### src/rtl/uart_pkg.sv
// Shared types and limits for the UART transmit/receive blocks.
package uart_pkg;

    typedef enum logic [1:0] {
        PAR_NONE = 2'b00,
        PAR_EVEN = 2'b01,
        PAR_ODD  = 2'b10,
        PAR_MARK = 2'b11
    } parity_mode_e;

    typedef enum logic [2:0] {
        ST_IDLE   = 3'd0,
        ST_START  = 3'd1,
        ST_DATA   = 3'd2,
        ST_PARITY = 3'd3,
        ST_STOP1  = 3'd4,
        ST_STOP2  = 3'd5
    } tx_state_e;

    localparam int DATA_W_MIN = 5;
    localparam int DATA_W_MAX = 9;

endpackage

### src/rtl/uart_parity_gen.sv
// Combinational parity bit for a UART word; shared by the TX framer and RX checker.
module uart_parity_gen
    import uart_pkg::*;
#(
    parameter int DATA_W = 8
) (
    input  logic [DATA_W-1:0] data,
    input  logic [1:0]        mode,
    output logic              parity
);

    always_comb begin
        parity = 1'b0;
        case (parity_mode_e'(mode))
            PAR_EVEN: parity = ^data;
            PAR_ODD:  parity = ~^data;
            PAR_MARK: parity = 1'b1;
            default:  parity = 1'b0;
        endcase
    end

endmodule

### src/rtl/uart_tx_framer.sv
// UART transmit serialiser: start, DATA_W bits LSB first, optional parity, 1 or 2 stops.
module uart_tx_framer
    import uart_pkg::*;
#(
    parameter int DATA_W = 8,
    parameter int CNT_W  = $clog2(DATA_W + 1)
) (
    input  logic              baud_clk,
    input  logic              rst_n,
    input  logic              tx_valid,
    output logic              tx_ready,
    input  logic [DATA_W-1:0] tx_data,
    input  logic [1:0]        parity_mode,
    input  logic              stop2,
    output logic              data_tx,
    output logic              busy,
    output logic              done
);

    if (DATA_W < DATA_W_MIN || DATA_W > DATA_W_MAX) begin : g_bad_width
        $error("uart_tx_framer: DATA_W out of range");
    end

    tx_state_e         state;
    logic [DATA_W-1:0] shreg;
    logic [CNT_W-1:0]  bit_cnt;
    logic              par_bit;
    logic              par_en;
    logic              stop2_q;
    logic              par_new;
    logic              final_stop;

    uart_parity_gen #(.DATA_W(DATA_W)) u_par (
        .data   (tx_data),
        .mode   (parity_mode),
        .parity (par_new)
    );

    // The last stop cycle also accepts, so back-to-back frames have no idle gap.
    assign final_stop = (state == ST_STOP2) || (state == ST_STOP1 && !stop2_q);
    assign tx_ready   = (state == ST_IDLE) || final_stop;

    always_ff @(posedge baud_clk or negedge rst_n) begin
        if (!rst_n) begin
            state   <= ST_IDLE;
            shreg   <= '0;
            bit_cnt <= '0;
            par_bit <= 1'b0;
            par_en  <= 1'b0;
            stop2_q <= 1'b0;
            data_tx <= 1'b1;
            busy    <= 1'b0;
            done    <= 1'b0;
        end else if (tx_valid && tx_ready) begin
            state   <= ST_START;
            shreg   <= tx_data;
            par_bit <= par_new;
            par_en  <= (parity_mode != 2'b00);
            stop2_q <= stop2;
            data_tx <= 1'b0;
            busy    <= 1'b1;
            done    <= 1'b0;
        end else begin
            case (state)
                ST_IDLE: begin
                    data_tx <= 1'b1;
                    busy    <= 1'b0;
                    done    <= 1'b0;
                end
                ST_START: begin
                    state   <= ST_DATA;
                    data_tx <= shreg[0];
                    shreg   <= shreg >> 1;
                    bit_cnt <= '0;
                end
                ST_DATA: begin
                    if (bit_cnt == CNT_W'(DATA_W - 1)) begin
                        if (par_en) begin
                            state   <= ST_PARITY;
                            data_tx <= par_bit;
                        end else begin
                            state   <= ST_STOP1;
                            data_tx <= 1'b1;
                            done    <= !stop2_q;
                        end
                    end else begin
                        bit_cnt <= bit_cnt + CNT_W'(1);
                        data_tx <= shreg[0];
                        shreg   <= shreg >> 1;
                    end
                end
                ST_PARITY: begin
                    state   <= ST_STOP1;
                    data_tx <= 1'b1;
                    done    <= !stop2_q;
                end
                ST_STOP1: begin
                    if (stop2_q) begin
                        state   <= ST_STOP2;
                        data_tx <= 1'b1;
                        done    <= 1'b1;
                    end else begin
                        state   <= ST_IDLE;
                        data_tx <= 1'b1;
                        busy    <= 1'b0;
                        done    <= 1'b0;
                    end
                end
                ST_STOP2: begin
                    state   <= ST_IDLE;
                    data_tx <= 1'b1;
                    busy    <= 1'b0;
                    done    <= 1'b0;
                end
                default: begin
                    state   <= ST_IDLE;
                    data_tx <= 1'b1;
                    busy    <= 1'b0;
                    done    <= 1'b0;
                end
            endcase
        end
    end

endmodule

### config.mk
export PLATFORM = sky130hd
export DESIGN_NAME = uart_tx_framer
export DESIGN_NICKNAME = d
export VERILOG_FILES = /design/src/rtl/uart_pkg.sv /design/src/rtl/uart_parity_gen.sv /design/src/rtl/uart_tx_framer.sv
export SDC_FILE = /design/constraint.sdc
export NUM_CORES = 1
export LEC_CHECK = 0
export BUFFER_PORTS_ARGS = -buffer_cell sky130_fd_sc_hd__buf_2
export CAP_MARGIN = 20
export CORE_MARGIN = 1.5
export CORE_UTILIZATION = 60
export DETAILED_ROUTE_END_ITERATION = 10
export MAX_ROUTING_LAYER = met4
export PLACE_DENSITY = 0.83
export SLEW_MARGIN = 25
export SYNTH_ARGS = -nofsm -noshare
export SYNTH_HDL_FRONTEND = slang
export SYNTH_SLANG_ARGS = --single-unit
### constraint.sdc
create_clock -name baud_clk -period 2.8 [get_ports baud_clk]
set_clock_uncertainty 0.1 [all_clocks]
set_input_delay 0.28 -clock baud_clk [delete_from_list [all_inputs] [get_ports baud_clk]]
set_output_delay 0.28 -clock baud_clk [all_outputs]
set_load 0.05 [all_outputs]
# Yosys cells after proc, flatten, opt, wreduce, memory -nomap -nowiden
# Cells that the tools add are included.
# totals
regBits	21
inputBits	14
out_inout_bits	4
wordCells	68
# classes
n_addsub	1
n_eq_ne	17
muxes	23
bitwise_logic	1
n_reduce_logical	17
# op_table
cell	n
two-way mux 8 bit	2
case mux 8 bit (2 select lines)	1
case mux 3 bit (5 select lines)	1
two-way mux 3 bit	4
two-way mux 1 bit	9
inequality test 3 bit (second input constant)	3
case mux 4 bit (2 select lines)	1
XNOR reduction 8 bit	1
XOR reduction 8 bit	1
equality test 3 x 2 -> 1 bit (second input constant)	2
equality test 3 bit (second input constant)	2
AND reduction 2 bit	3
AND reduction 3 bit	2
adder 4 x 1 -> 4 bit (second input constant)	1
equality test 2 bit (second input constant)	2
equality test 4 x 3 -> 1 bit (second input constant)	1
two-way mux 4 bit	1
inequality test 2 x 1 -> 1 bit (second input constant)	2
inequality test 2 bit (second input constant)	2
case mux 1 bit (2 select lines)	2
case mux 1 bit (4 select lines)	1
nonzero test 2 bit	2
equality test 3 x 1 -> 1 bit (second input constant)	1
zero test 3 bit	1
9 further kinds	11

# Depth between registers and ports, before layout
# Gate-level depths: netlist of the first run.
# depth
ltp_word	7
mapped_depth	7
mapped_depth_nobuf	6

# Hierarchy
# A second synthesis of the first run with hierarchy kept.
# unflattened
hier_cells	133
area_unflattened_um2	1367.6
# modules_own_cells
module	instances	cells_per_inst	area_per_inst_um2	seq_area_each_um2
uart_tx_framer	1	125	1295.0	526.8
uart_parity_gen	1	8	72.6	0.0

# Worst setup path before layout of the first run
# OpenSTA, ideal clock, no wires.
# synth_timing
path_kind	flip-flop to output port
from	register state[1]
to	output port tx_ready
t_arrival_ps	1352
required_time_ps	2420
path_slack_ps	1068
stages_incl_launch_ff	4
path_buffers	2
cell_sequence	dfrtp_1 -> buf_6 -> clkbuf_1 -> nor2_1
# synth_between
elab_chain_len	4
word_cells_on_any_way	6
classes_between	eq/ne (2); reduce/logical (4)
# synth_rtl
element	line_no	text
start: declaration	uart_tx_framer.sv:24	tx_state_e state;
start signal: assignment	uart_tx_framer.sv:45	state <= ST_IDLE;
start signal: assignment	uart_tx_framer.sv:55	state <= ST_START;
start signal: assignment	uart_tx_framer.sv:71	state <= ST_DATA;
equality test 3 bit	uart_tx_framer.sv:40	assign final_stop = (state == ST_STOP2) || (state == ST_STOP1 && !stop2_q);
logical AND 1 bit	uart_tx_framer.sv:40	
logical OR 1 bit	uart_tx_framer.sv:40	
logical OR 1 bit (*)	uart_tx_framer.sv:41	assign tx_ready = (state == ST_IDLE) || final_stop;
end: declaration	uart_tx_framer.sv:11	output logic tx_ready,
# Mark *: on every way between the ends. The rest lies on a longest branch, timed or not.

# Worst setup path after layout of the first run
# layout_timing
from	register state[0]
to	output port tx_ready
# Same word-level chain as after synthesis.

==> results of run 1 <==
==> sequential cells by signal, summed over array words and instances, names as in the netlist <==
name and count:
data_tx 1, par_en 1, stop2_q 1, state 3
par_bit 1, busy 1, shreg 8, bit_cnt 4
done 1
==> how the worst max path moves through the flow <==
stage / start / end / slack, ns / depth (start not counted)
5_1_grt: state[0] / tx_ready / 0.55 / 4
3_5_place_dp: state[0] / shreg[1] / 0.86 / 5
2_1_floorplan: state[1] / tx_ready / 1.07 / 3
3_3_place_gp: state[0] / shreg[1] / 0.90 / 5
4_1_cts: state[0] / tx_ready / 0.70 / 4
6_report: state[0] / tx_ready / 0.69 / 4
==> logic make-up (layout without fill, tap and decap cells) <==
kind of cell | Yosys count | count (layout) | synth area share (%)
compound gates | 48 | 48 | 27.1
simple gates | 44 | 44 | 19.4
flops | 21 | 21 | 41.5
buf+inv | 9 | 25 | 4.53
xor+xnor | 7 | 7 | 4.83
mux | 2 | 2 | 1.67
fa+ha+maj | 1 | 1 | 0.985
==> power by group <==
part | internal (mW) | switching [mW] | leakage, nW
registers | 0.447 | 0.204 | 0.260
clock network | 0.0557 | 0.0938 | 0.0150
logic | 0.361 | 0.470 | 0.402
total | 0.864 | 0.767 | 0.678
==> routing by layer <==
layer  track usage (%)  share of wire (%)  vias up
met5                 -                  0        -
met3              4.60                3.4        5
met1              31.5                 45      509
met4              7.14                1.5        0
li1                  -                  -      514
met2              40.0                 50       21
==> area by class of cell <==
cell class                      count  area (um2)  share of cell area (%)
Multi-Input combinational cell    102         686                    49.7
Sequential cell                    21         527                    38.2
Timing Repair Buffer               18        95.1                    6.90
Tap cell                           27        33.8                    2.45
Clock buffer                        4        26.3                    1.91
Inverter                            3        11.3                   0.817
==> cell usage after synthesis (all sizes together) <==
cell type and instances:
a31oi 2, dfstp 1, buf 4, nand4b 1, nor2 14, nand2b 5, a22o 9, nand2 14
clkbuf 2, xor2 1, nor2b 3, inv 3, nor3 1, o31ai 1, o21ai 11, a32oi 1
nand3b 3, a21oi 7, ha 1, mux2i 1, mux2 1, nand3 1, a21boi 1, a41o 1
o22ai 1, a41oi 1, xnor2 6, nand4 2, a221oi 2, dfrtp 20, a22oi 2, a32o 1
a21o 8
==> metrics by stage <==
| step | area (um2) | hold WS, ns | setup WS [ns] |
|---|---|---|---|
| final | 1380 | 0.0631 | 0.693 |
| after CTS | 1380 | 0.0639 | 0.701 |
| after global placement | 1340 | 0.161 | 0.896 |
| after detailed placement | 1340 | 0.160 | 0.857 |
| after global routing | 1380 | 0.0933 | 0.548 |
| after floorplan | 1270 | -0.116 | 1.07 |
==> worst register-to-register path, delay by kind of cell, from the launching register on <==
family,cells,cell delay [ns]
AO/OA/AOI/OAI,1,0.20
flip-flops,1,0.72
AND/OR/NAND/NOR,4,0.86
==> impl_summary.log, run 1 <==
[metrics] CTS resizes: 0
[metrics] cell area after synthesis: 0.00127 mm2
[metrics] number of endpoints with negative hold slack in the final report: 0
[metrics] Synthesized Nets: 147
[metrics] cts hold-fix bufs: 1
[metrics] sequential cell area fraction in the yosys report: 41.5%
[metrics] number of cells traversed by the worst hold path: 3
[metrics] CP max FO: 19
[metrics] total wirelength of the detailed-routed design: 2560 um
[metrics] r2r worst-path depth: 5
[metrics] combined buffer and inverter count along the critical path: 1
[metrics] number of antenna violations at the first check in global routing: 0
[metrics] type of the worst setup path: flip-flop to output port
[metrics] overall fraction of global-route tracks in use: 24.6%
[metrics] WHS Endpoint: stop2_q
[metrics] cell count after placement: 170
[metrics] core footprint: 0.00198 mm2
[metrics] first-pass GRT wire length: 4370 um
[metrics] clock buffer count from CTS: 3
[metrics] count of unique library cells instantiated by Yosys: 40
[metrics] routed vias/inst: 5.99
[metrics] CP Data Required Time: 2.42 ns
[metrics] DRT iter0 DRCs: 33
[metrics] total DRC errors in the routed layout: 0
[metrics] max-cap violation count: 0
[metrics] startpoint of the most critical register-to-register path: state[0]
[metrics] drt pass-1 iters: 4
[metrics] remaining number of nets flagged by the antenna check after routing: 0
[metrics] leading cell type in the layout, fill and taps excluded: sky130_fd_sc_hd__dfrtp_1
[metrics] diode count: 0
[metrics] power consumption: 1.63 mW
[metrics] count of clock tree sinks: 21
[metrics] global route overflow: 0
[metrics] ports placed on the boundary: 18
[metrics] via count of the first global-routing pass: 967
[metrics] maximum number of pins on one net before global-route repair: 22
[metrics] maximum number of buffers from clock root to sink: 2
[metrics] leakage component of the power: 0.678 nW
[metrics] cells traversed along the worst timing path: nand3b_1 -> nand2_2 -> nor2_1 -> buf_2
[metrics] Syn-to-layout area delta: 8.57%
[metrics] result of the run: completed
[metrics] worst hold-check path type: primary input to flip-flop
[metrics] ratio of total power to cell area: 1180 mW/mm2
[metrics] FF-to-FF setup slack: 0.82 ns
[metrics] number of nets in the layout: 164
[metrics] final cell utilization of the core: 69.6%
[metrics] fraction of layout cells with a size suffix above 1: 21.6%
[metrics] number of H-tree levels: 1
[metrics] buffer type at the clock tree root: sky130_fd_sc_hd__clkbuf_4
[metrics] maximum operating frequency: 475 MHz
[metrics] portion of the clock cycle consumed by the worst path in the final layout: 75.3%
[metrics] start point of the worst hold path: stop2
[metrics] Cells after Synth: 132
[metrics] Worst setup EP type: output port
[metrics] Die Height: 49.0 um
[metrics] Final Critical Period: 2.11 ns
[metrics] DIE WIDTH: 49.0 um
[metrics] detailed-route via count: 1049
[metrics] cell types with the largest area share after synthesis: sky130_fd_sc_hd__dfrtp_1 39%, sky130_fd_sc_hd__a22o_1 6.2%, sky130_fd_sc_hd__a21o_1 4.7%
[metrics] number of standard cells in the layout, taps in and fillers out: 175
[metrics] total of fill cells in the finished design: 149
[metrics] clock tree from TritonCTS: built
[metrics] RSZ-0062 raised after global routing: no
[metrics] highest-count cells in the layout ignoring fill and taps: 20 x sky130_fd_sc_hd__dfrtp_1, 17 x sky130_fd_sc_hd__buf_2, 13 x sky130_fd_sc_hd__nand2_1
[metrics] library cell with the largest summed area after synthesis: sky130_fd_sc_hd__dfrtp_1
[metrics] buffers inserted during post-CTS setup optimization: 0
[metrics] area fraction of the dominant cell type after synthesis: 39.4%
[metrics] count of state elements after synthesis: 21
[metrics] Critical R2R Capture: shreg[1]
[metrics] Setup TNS Final: 0 ns
[metrics] max-slew violation count: 0
[metrics] worst-skew pair later-pin latency: 0.31 ns
[metrics] relative slew slack: 62.1%
[metrics] Least-Margin Pin Slew: 0.569 ns
[metrics] number of input and output port buffers inserted: 17
[metrics] Site Rows: 16
[metrics] Data arrival, critical path: 1.73 ns
[metrics] yosys synthesis warning count: 0
[metrics] critical path's largest stage delay: 0.72 ns
[metrics] effective utilization at floorplan: 64.1%
[metrics] VDD IR max: 0.000656 V
[metrics] setup-violating endpoint count in the final report: 0
[metrics] final weighted congestion of routability-driven global placement: 0.773
[metrics] wire length per cell: 14.6 um
[metrics] CP startpoint kind: flip-flop
[metrics] cell at the slowest stage of the critical path: sky130_fd_sc_hd__dfrtp_1
[metrics] placed wire-length estimate: 1820 um
[metrics] Top Family by Delay on Critical Path: flip-flops
[metrics] per-instance average area after synthesis: 9.62 um2
[metrics] clock slew seen by the registers of the worst setup and hold paths: 0.12 ns
[metrics] DIE AREA: 0.00240 mm2
Note: power is estimated with default switching activity, not from simulation.
==> run 2: changes to the inputs <==
- ABC_AREA: not set -> 1
- CORE_UTILIZATION: 60 -> 55
- PLACE_DENSITY: 0.83 -> 0.77
- clock period: 2.8 -> 2.05 ns (I/O delays scaled with it)
==> run 2 against run 1 <==
  * Area after synthesis down 3.2%
  * Final cell count up 19%
  * First-iteration DRC count down 36%
  * Count of clock-buffer cells in the layout down 1
  * Critical path depth unchanged
  * Via count up 2.1%
  * Sequential power up 13%
  * Sequential share of layout area down 0.24 points
  * Die area up 5.3%
  * Register-to-register slack worse by 0.44 ns
==> impl_summary.log, run 2 <==
[metrics] area share of xor/xnor cells in the synthesized design: 1.42% (-3.4 points)
[metrics] clock buffer count from CTS: 3 (unchanged)
[metrics] placed wire-length estimate: 1790 um (-1.6%)
[metrics] cell types with the largest area share after synthesis: sky130_fd_sc_hd__dfrtp_1 41%, sky130_fd_sc_hd__nand2_1 20%, sky130_fd_sc_hd__inv_1 5.8%
[metrics] most frequent cell after synthesis: sky130_fd_sc_hd__nand2_1
[metrics] clock slew seen by the registers of the worst setup and hold paths: 0.13 ns (about the same)
[metrics] maximum number of buffers from clock root to sink: 2 (unchanged)
[metrics] Post-Synth Simple-Gate Area: 33.0% (+14 points)
[metrics] cell area after synthesis: 0.00123 mm2 (-3.2%)
[metrics] cell count after placement: 203 (+19%)
[metrics] GR Layer Usage met2: 37.7% (-2.2 points)
[metrics] total wirelength of the detailed-routed design: 2360 um (-7.9%)
[metrics] DIE AREA: 0.00253 mm2 (+5.3%)
[metrics] wire length per cell: 11.3 um (-23%)
[metrics] met1 usage in global routing: 25.4% (-6.0 points)
[metrics] dominant combinational cell family by area after synthesis: simple AND/OR/NAND/NOR gates
[metrics] final weighted congestion of routability-driven global placement: 0.786 (+1.7%)
[metrics] RSZ-0062 raised after global routing: no
[metrics] register name with the most flops: shreg
[metrics] max-slew violation count: 0 (unchanged)
[metrics] area fraction of the dominant cell type after synthesis: 40.7% (+1.3 points)
[metrics] fraction of synthesized area in multiplexers: 0% (-1.7 points)
[metrics] via count of the first global-routing pass: 990 (+2.4%)
[metrics] leakage component of the power: 0.763 nW (+13%)
[metrics] ports placed on the boundary: 18 (unchanged)
[metrics] GR met3 Demand/Resource: 5.95% (+1.4 points)
[metrics] buffer type at the clock tree root: sky130_fd_sc_hd__clkbuf_4
[metrics] clock tree from TritonCTS: built
[metrics] Least-Margin Pin Slew: 0.464 ns (-0.104 ns)
[metrics] number of flops mapped to enable cells by yosys: 0 (unchanged)
[metrics] count of clock tree sinks: 21 (unchanged)
[metrics] async set or reset register ratio after synthesis: 100% (unchanged)
[metrics] CP max FO: 5 (-14)
[metrics] Site Rows: 16 (unchanged)
[metrics] flip-flop count of the largest register after layout: 8 (unchanged)
[metrics] worst hold-check path type: primary input to flip-flop
[metrics] synth cell count leaders: 66 x sky130_fd_sc_hd__nand2_1, 20 x sky130_fd_sc_hd__dfrtp_1, 19 x sky130_fd_sc_hd__inv_1
[metrics] routed vias/inst: 5.12 (-15%)
[metrics] Cells after Synth: 160 (+21%)
[metrics] overall fraction of global-route tracks in use: 22.2% (-2.4 points)
[metrics] global route overflow: 0 (unchanged)
[metrics] fraction of the mapped netlist area in compound gates: 13.4% (-14 points)
[metrics] number of H-tree levels: 1 (unchanged)
[metrics] total DRC errors in the routed layout: 0 (unchanged)
[metrics] drt pass-1 iters: 4 (unchanged)
[metrics] Synth Flop Type: sky130_fd_sc_hd__dfrtp_1
[metrics] library cell with the largest summed area after synthesis: sky130_fd_sc_hd__dfrtp_1
[metrics] per-instance average area after synthesis: 7.69 um2 (-20%)
[metrics] Setup TNS Final: 0 ns (unchanged)
[metrics] CP startpoint kind: flip-flop
[metrics] count of unique library cells instantiated by Yosys: 25 (-38%)
[metrics] adder-cell share of the synthesized area: 1.02% (+0.032 points)
[metrics] Final Critical Period: 1.72 ns
[metrics] max-cap violation count: 0 (unchanged)
[metrics] fraction of layout cells with a size suffix above 1: 23.6% (+2.0 points)
[metrics] first-pass GRT wire length: 4060 um (-7.2%)
[metrics] detailed-route via count: 1071 (+2.1%)
[metrics] CTS resizes: 0 (unchanged)
[metrics] yosys synthesis warning count: 0 (unchanged)
[metrics] worst-skew pair later-pin latency: 0.32 ns (about the same)
[metrics] maximum number of pins on one net before global-route repair: 22 (unchanged)
[metrics] number of antenna violations at the first check in global routing: 0 (unchanged)
[metrics] Worst setup EP type: output port
[metrics] maximum operating frequency: 582 MHz
[metrics] most crowded layer after global routing: met2
[metrics] count of state elements after synthesis: 21 (unchanged)
[metrics] effective utilization at floorplan: 60.2% (-3.8 points)
[metrics] Die Height: 50.3 um (+2.6%)
[metrics] leading cell type in the layout, fill and taps excluded: sky130_fd_sc_hd__nand2_1
[metrics] registers with the most flip-flops: shreg: 8 flops, bit_cnt: 4 flops, state: 3 flops
[metrics] Synthesized Nets: 175 (+19%)
[metrics] number of standard cells in the layout, taps in and fillers out: 209 (+19%)
[metrics] number of endpoints with negative hold slack in the final report: 0 (unchanged)
[metrics] highest-count cells in the layout ignoring fill and taps: 66 x sky130_fd_sc_hd__nand2_1, 20 x sky130_fd_sc_hd__dfrtp_1, 19 x sky130_fd_sc_hd__inv_1
[metrics] CP Data Required Time: 1.75 ns (-0.67 ns)
[metrics] number of input and output port buffers inserted: 17 (unchanged)
[metrics] number of nets in the layout: 198 (+21%)
[metrics] portion of the clock cycle consumed by the worst path in the final layout: 83.9%
[metrics] VDD IR max: 0.00120 V (+82%)
[metrics] ratio of total power to cell area: 1500 mW/mm2 (+27%)
[metrics] DIE WIDTH: 50.3 um (+2.6%)
[metrics] core footprint: 0.00204 mm2 (+3.0%)
[metrics] DRT iter0 DRCs: 21 (-36%)
[metrics] buffers inserted during post-CTS setup optimization: 0 (unchanged)
[metrics] remaining number of nets flagged by the antenna check after routing: 0 (unchanged)
[metrics] sequential cell area fraction in the yosys report: 42.8% (+1.4 points)
[metrics] type of the worst setup path: flip-flop to output port
[metrics] relative slew slack: 69.0% (+7.0 points)
[metrics] Data arrival, critical path: 1.41 ns (-0.32 ns)
[metrics] diode count: 0 (unchanged)
[metrics] result of the run: completed
[metrics] setup-violating endpoint count in the final report: 0 (unchanged)
[metrics] Syn-to-layout area delta: 12.8%
run 2: final cells by class:
| type | count | area [um2] |
|---|---|---|
| fillers | 189 | 654 |
| multi-input cells | 115 | 601 |
| flip-flops and latches | 21 | 527 |
| repair buffers | 19 | 105 |
| inverters | 23 | 91.3 |
| well taps | 27 | 33.8 |
| clock buffers | 3 | 22.5 |
| clock inverters | 1 | 7.51 |
run 2: final timing paths:
check / start / to / slack [ns] / cells past startpoint
setup reg to reg: state[0] / shreg[1] / 0.38 / 8
hold / removal: parity_mode[0] / par_en / 0.03 / 3
min in group asynchronous: rst_n / shreg[5] / 0.25 / 2
setup / recovery: state[0] / tx_ready / 0.33 / 4
max in group asynchronous: rst_n / data_tx / 1.25 / 2
hold reg to reg: busy / busy / 0.40 / 2
run 2: what timing repair did:
item,in CTS,in global routing
hold buffers,2,0
endpoints found under the setup margin,0,0
hold endpoints to repair,21,0
run 2: kinds of logic after synthesis:
kind of cell	Yosys count
DFF	21
adders and majority gates	1
xor gates and xnor gates	2
buffers and inverters	24
AOI/OAI and AO/OA	21
and+or+nand+nor	91
run 2: stage by stage:
step / utilization (%) / cell area (um2) / hold slack, ns / worst slack, ns / power [mW]
3_5_place_dp: 65.5 / 1340 / 0.0922 / 0.403 / 1.88
4_1_cts: 68.0 / 1390 / 0.0256 / 0.332 / 2.10
2_1_floorplan: - / 1230 / -0.191 / 0.371 / 1.65
5_1_grt: 68.0 / 1390 / 0.0328 / 0.229 / 2.25
6_report: 68.0 / 1390 / 0.0294 / 0.331 / 2.09
3_3_place_gp: 65.5 / 1340 / 0.0787 / 0.442 / 1.83
run 2: power by group:
group / switching (mW) / internal [mW]
Sequential: 0.116 / 0.617
Combinational: 0.769 / 0.369
Clock: 0.141 / 0.0747
Total: 1.02 / 1.06
run 2: routing by layer:
layer  share of wire [%]  vias up  wire (um)
met3                 3.8        5         90
met5                   0        -          0
li1                    -      549          -
met2                  51       21       1210
met4                 1.1        0         26
met1                  44      496       1040
run 2: critical path, cell delays in order (launching register included):
cell                      delay, ns
sky130_fd_sc_hd__dfrtp_1       0.42
sky130_fd_sc_hd__inv_1         0.17
sky130_fd_sc_hd__nand3_1       0.12
sky130_fd_sc_hd__nand2_1       0.12
sky130_fd_sc_hd__buf_2         0.27
==> run 3: changes to the inputs <==
- CORE_UTILIZATION: 55 -> 50
- PLACE_DENSITY: 0.77 -> 0.74
- clock period: 2.05 -> 1.46 ns (I/O delays scaled with it)
==> run 3 against run 2 <==
  * The run now ends with hold timing, setup timing left
  * Sequential cell count did not move
  * Non-clock buffer count rose by 16
  * Hold slack got worse by 0.033 ns
  * Design area rose by 16%
  * Die area rose by 9.4%
  * Final cell count rose by 8.6%
  * Largest cell class unchanged
  * Highest routed layer unchanged
==> impl_summary.log, run 3 (synthesis gave the netlist of run 2 again) <==
[metrics] routed vias/inst: 5.22 (+1.8%)
[metrics] r2r worst-path depth: 6 (-2)
[metrics] clock tree from TritonCTS: built
[metrics] clock slew seen by the registers of the worst setup and hold paths: 0.12 ns (about the same)
[metrics] ratio of total power to cell area: 2180 mW/mm2 (+45%)
[metrics] Die Height: 52.6 um (+4.6%)
[metrics] flip-flop count of the largest register after layout: 8 (unchanged)
[metrics] diode count: 0 (unchanged)
[metrics] max-slew violation count: 0 (unchanged)
[metrics] VDD IR max: 0.00154 V (+28%)
[metrics] global route overflow: 0 (unchanged)
[metrics] count of clock tree sinks: 21 (unchanged)
[metrics] maximum number of buffers from clock root to sink: 2 (unchanged)
[metrics] core footprint: 0.00228 mm2 (+11%)
[metrics] setup slack after placement: -0.0499 ns (-0.453 ns)
[metrics] number of antenna violations at the first check in global routing: 0 (unchanged)
[metrics] CP startpoint kind: flip-flop
[metrics] remaining number of nets flagged by the antenna check after routing: 0 (unchanged)
[metrics] cell at the slowest stage of the critical path: sky130_fd_sc_hd__dfrtp_2
[metrics] final cell utilization of the core: 70.9% (+2.9 points)
[metrics] clock buffer count from CTS: 3 (unchanged)
[metrics] Final Critical Period: 1.50 ns
[metrics] max-cap violation count: 0 (unchanged)
[metrics] worst-skew pair later-pin latency: 0.31 ns (about the same)
[metrics] DIE AREA: 0.00277 mm2 (+9.4%)
[metrics] cells traversed along the worst timing path: nor2_4 -> nand2_4 -> o21ai_4 -> buf_6 -> o21ai_1 -> nor3b_2
[metrics] RSZ-0062 raised after global routing: yes
[metrics] number of input and output port buffers inserted: 17 (unchanged)
[metrics] effective utilization at floorplan: 54.0% (-6.2 points)
[metrics] number of standard cells in the layout, taps in and fillers out: 227 (+8.6%)
[metrics] Critical R2R Capture: bit_cnt[3]
[metrics] clock network fraction of design power: 8.2% (-2.1 points)
[metrics] cell count after placement: 208 (+2.5%)
[metrics] number of cells traversed by the worst hold path: 3 (unchanged)
[metrics] drt pass-1 iters: 4 (unchanged)
[metrics] total DRC errors in the routed layout: 0 (unchanged)
[metrics] leakage component of the power: 0.863 nW (+13%)
[metrics] FF-to-FF setup slack: -0.04 ns (-0.42 ns)
[metrics] Top Family by Delay on Critical Path: flip-flops
[metrics] detailed-route via count: 1184 (+11%)
[metrics] critical path's largest stage delay: 0.45 ns (+0.03 ns)
[metrics] start point of the worst hold path: parity_mode[1]
[metrics] setup-violating endpoint count in the final report: 8 (+8)
[metrics] number of endpoints with negative hold slack in the final report: 1 (+1)
[metrics] via count of the first global-routing pass: 1067 (+7.8%)
[metrics] maximum number of pins on one net before global-route repair: 22 (unchanged)
[metrics] violated checks: hold timing, setup timing
[metrics] startpoint of the most critical register-to-register path: state[2]
[metrics] CP Data Required Time: 1.57 ns (-0.18 ns)
[metrics] number of nets in the layout: 215 (+8.6%)
[metrics] CP max FO: 5 (unchanged)
[metrics] Worst setup EP type: flip-flop
[metrics] GR Layer Usage met2: 39.4% (+1.7 points)
[metrics] total wirelength of the detailed-routed design: 2900 um (+23%)
[metrics] combined buffer and inverter count along the critical path: 1 (-1)
[metrics] WHS Endpoint: par_en
[metrics] Least-Margin Pin Slew: 0.467 ns (+0.00260 ns)
[metrics] final weighted congestion of routability-driven global placement: 0.822 (+4.5%)
[metrics] Syn-to-layout area delta: 31.1%
[metrics] sw frac: 47.7% (-1.5 points)
[metrics] register name with the most flops: shreg
[metrics] relative slew slack: 68.9% (-0.17 points)
[metrics] Data arrival, critical path: 1.60 ns (+0.19 ns)
[metrics] wire length per cell: 12.8 um (+13%)
[metrics] highest-count cells in the layout ignoring fill and taps: 63 x sky130_fd_sc_hd__nand2_1, 19 x sky130_fd_sc_hd__dfrtp_1, 17 x sky130_fd_sc_hd__inv_1
[metrics] number of H-tree levels: 1 (unchanged)
[metrics] Site Rows: 17 (+1)
[metrics] part of the power in registers: 29.7% (-5.4 points)
[metrics] DRT iter0 DRCs: 29 (+38%)
[metrics] met1 usage in global routing: 27.9% (+2.5 points)
[metrics] placed wire-length estimate: 1940 um (+8.4%)
[metrics] DIE WIDTH: 52.6 um (+4.6%)
[metrics] ports placed on the boundary: 18 (unchanged)
[metrics] overall fraction of global-route tracks in use: 22.6% (+0.43 points)
[metrics] buffer type at the clock tree root: sky130_fd_sc_hd__clkbuf_4
[metrics] power consumption: 3.51 mW (+69%)
[metrics] GR met3 Demand/Resource: 3.71% (-2.2 points)
[metrics] first-pass GRT wire length: 4580 um (+13%)
[metrics] P_int: 1.84 mW (+73%)
[metrics] fraction of layout cells with a size suffix above 1: 35.2% (+12 points)
[metrics] type of the worst setup path: flip-flop to flip-flop
[metrics] final worst slack: -0.0371 ns (-0.368 ns)
[metrics] Combinational Power Share: 62.1% (+7.5 points)
[metrics] worst hold-check path type: primary input to flip-flop
[metrics] minimum hold slack: -0.00326 ns (-0.0326 ns)
[metrics] leading cell type in the layout, fill and taps excluded: sky130_fd_sc_hd__nand2_1
[metrics] most crowded layer after global routing: met2
[metrics] maximum operating frequency: 668 MHz
[metrics] logic depth of the worst setup path including buffers: 6 (+2)
[metrics] registers with the most flip-flops: shreg: 8 flops, bit_cnt: 4 flops, state: 3 flops
[metrics] portion of the clock cycle consumed by the worst path in the final layout: 103%
[metrics] result of the run: finished with violations
[metrics] switching power: 1.67 mW (+63%)
## run 3: worst max-delay path by stage
stage / start / slack, ns / endpoint
4_1_cts: bit_cnt[0] / 0.003 / done
3_3_place_gp: bit_cnt[1] / -0.04 / done
2_1_floorplan: state[0] / 0.006 / shreg[4]
5_1_grt: state[2] / -0.12 / done
3_5_place_dp: bit_cnt[1] / -0.05 / done
6_report: state[2] / -0.04 / bit_cnt[3]
## run 3: area by class of cell
cell class | instances | area (um2)
multi-input cells | 115 | 671
fillers | 181 | 663
flip-flops and latches | 21 | 528
repair buffers | 35 | 251
inverters | 23 | 93.8
well taps | 28 | 35.0
clock buffers | 3 | 22.5
repair inverters | 1 | 6.26
clock inverters | 1 | 5.00
## run 3: worst register-to-register path, stage by stage (launching register included)
cell	delay, ns
sky130_fd_sc_hd__dfrtp_2	0.45
sky130_fd_sc_hd__nor2_4	0.15
sky130_fd_sc_hd__nand2_4	0.10
sky130_fd_sc_hd__o21ai_4	0.24
sky130_fd_sc_hd__buf_6	0.15
sky130_fd_sc_hd__o21ai_1	0.06
sky130_fd_sc_hd__nor3b_2	0.16
## run 3: power by group through the flow
stage | logic [mW] | clock network [mW] | registers, mW
floorplan | 1.20 | 0 | 1.14
global placement | 1.64 | 0 | 1.03
detailed placement | 1.68 | 0 | 1.04
CTS | 1.83 | 0.286 | 1.03
global route | 2.38 | 0.316 | 1.07
finish | 2.18 | 0.289 | 1.04
## run 3: layer usage
metal | share of wire (%) | wire (um) | up-vias
met5 | 0 | 0 | -
met4 | 1.7 | 50 | 0
met3 | 4.1 | 119 | 8
met2 | 53 | 1550 | 30
met1 | 41 | 1180 | 560
li1 | - | - | 586
## run 3: repair_timing
action / in CTS / in global routing
endpoints found under the hold margin: 24 / 0
gates cloned: 0 / 1
buffers inserted: 4 / 7
setup endpoints to repair: 12 / 18
hold buffers: 5 / 0
gates resized for setup: 8 / 17
pin swaps: 2 / 6
## run 3: per-stage QoR
step	setup TNS (ns)	area (um2)
after floorplan	0	1240
after global placement	-0.0379	1380
after detailed placement	-0.0965	1380
after CTS	0	1500
after global routing	-1.10	1610
final	-0.129	1610
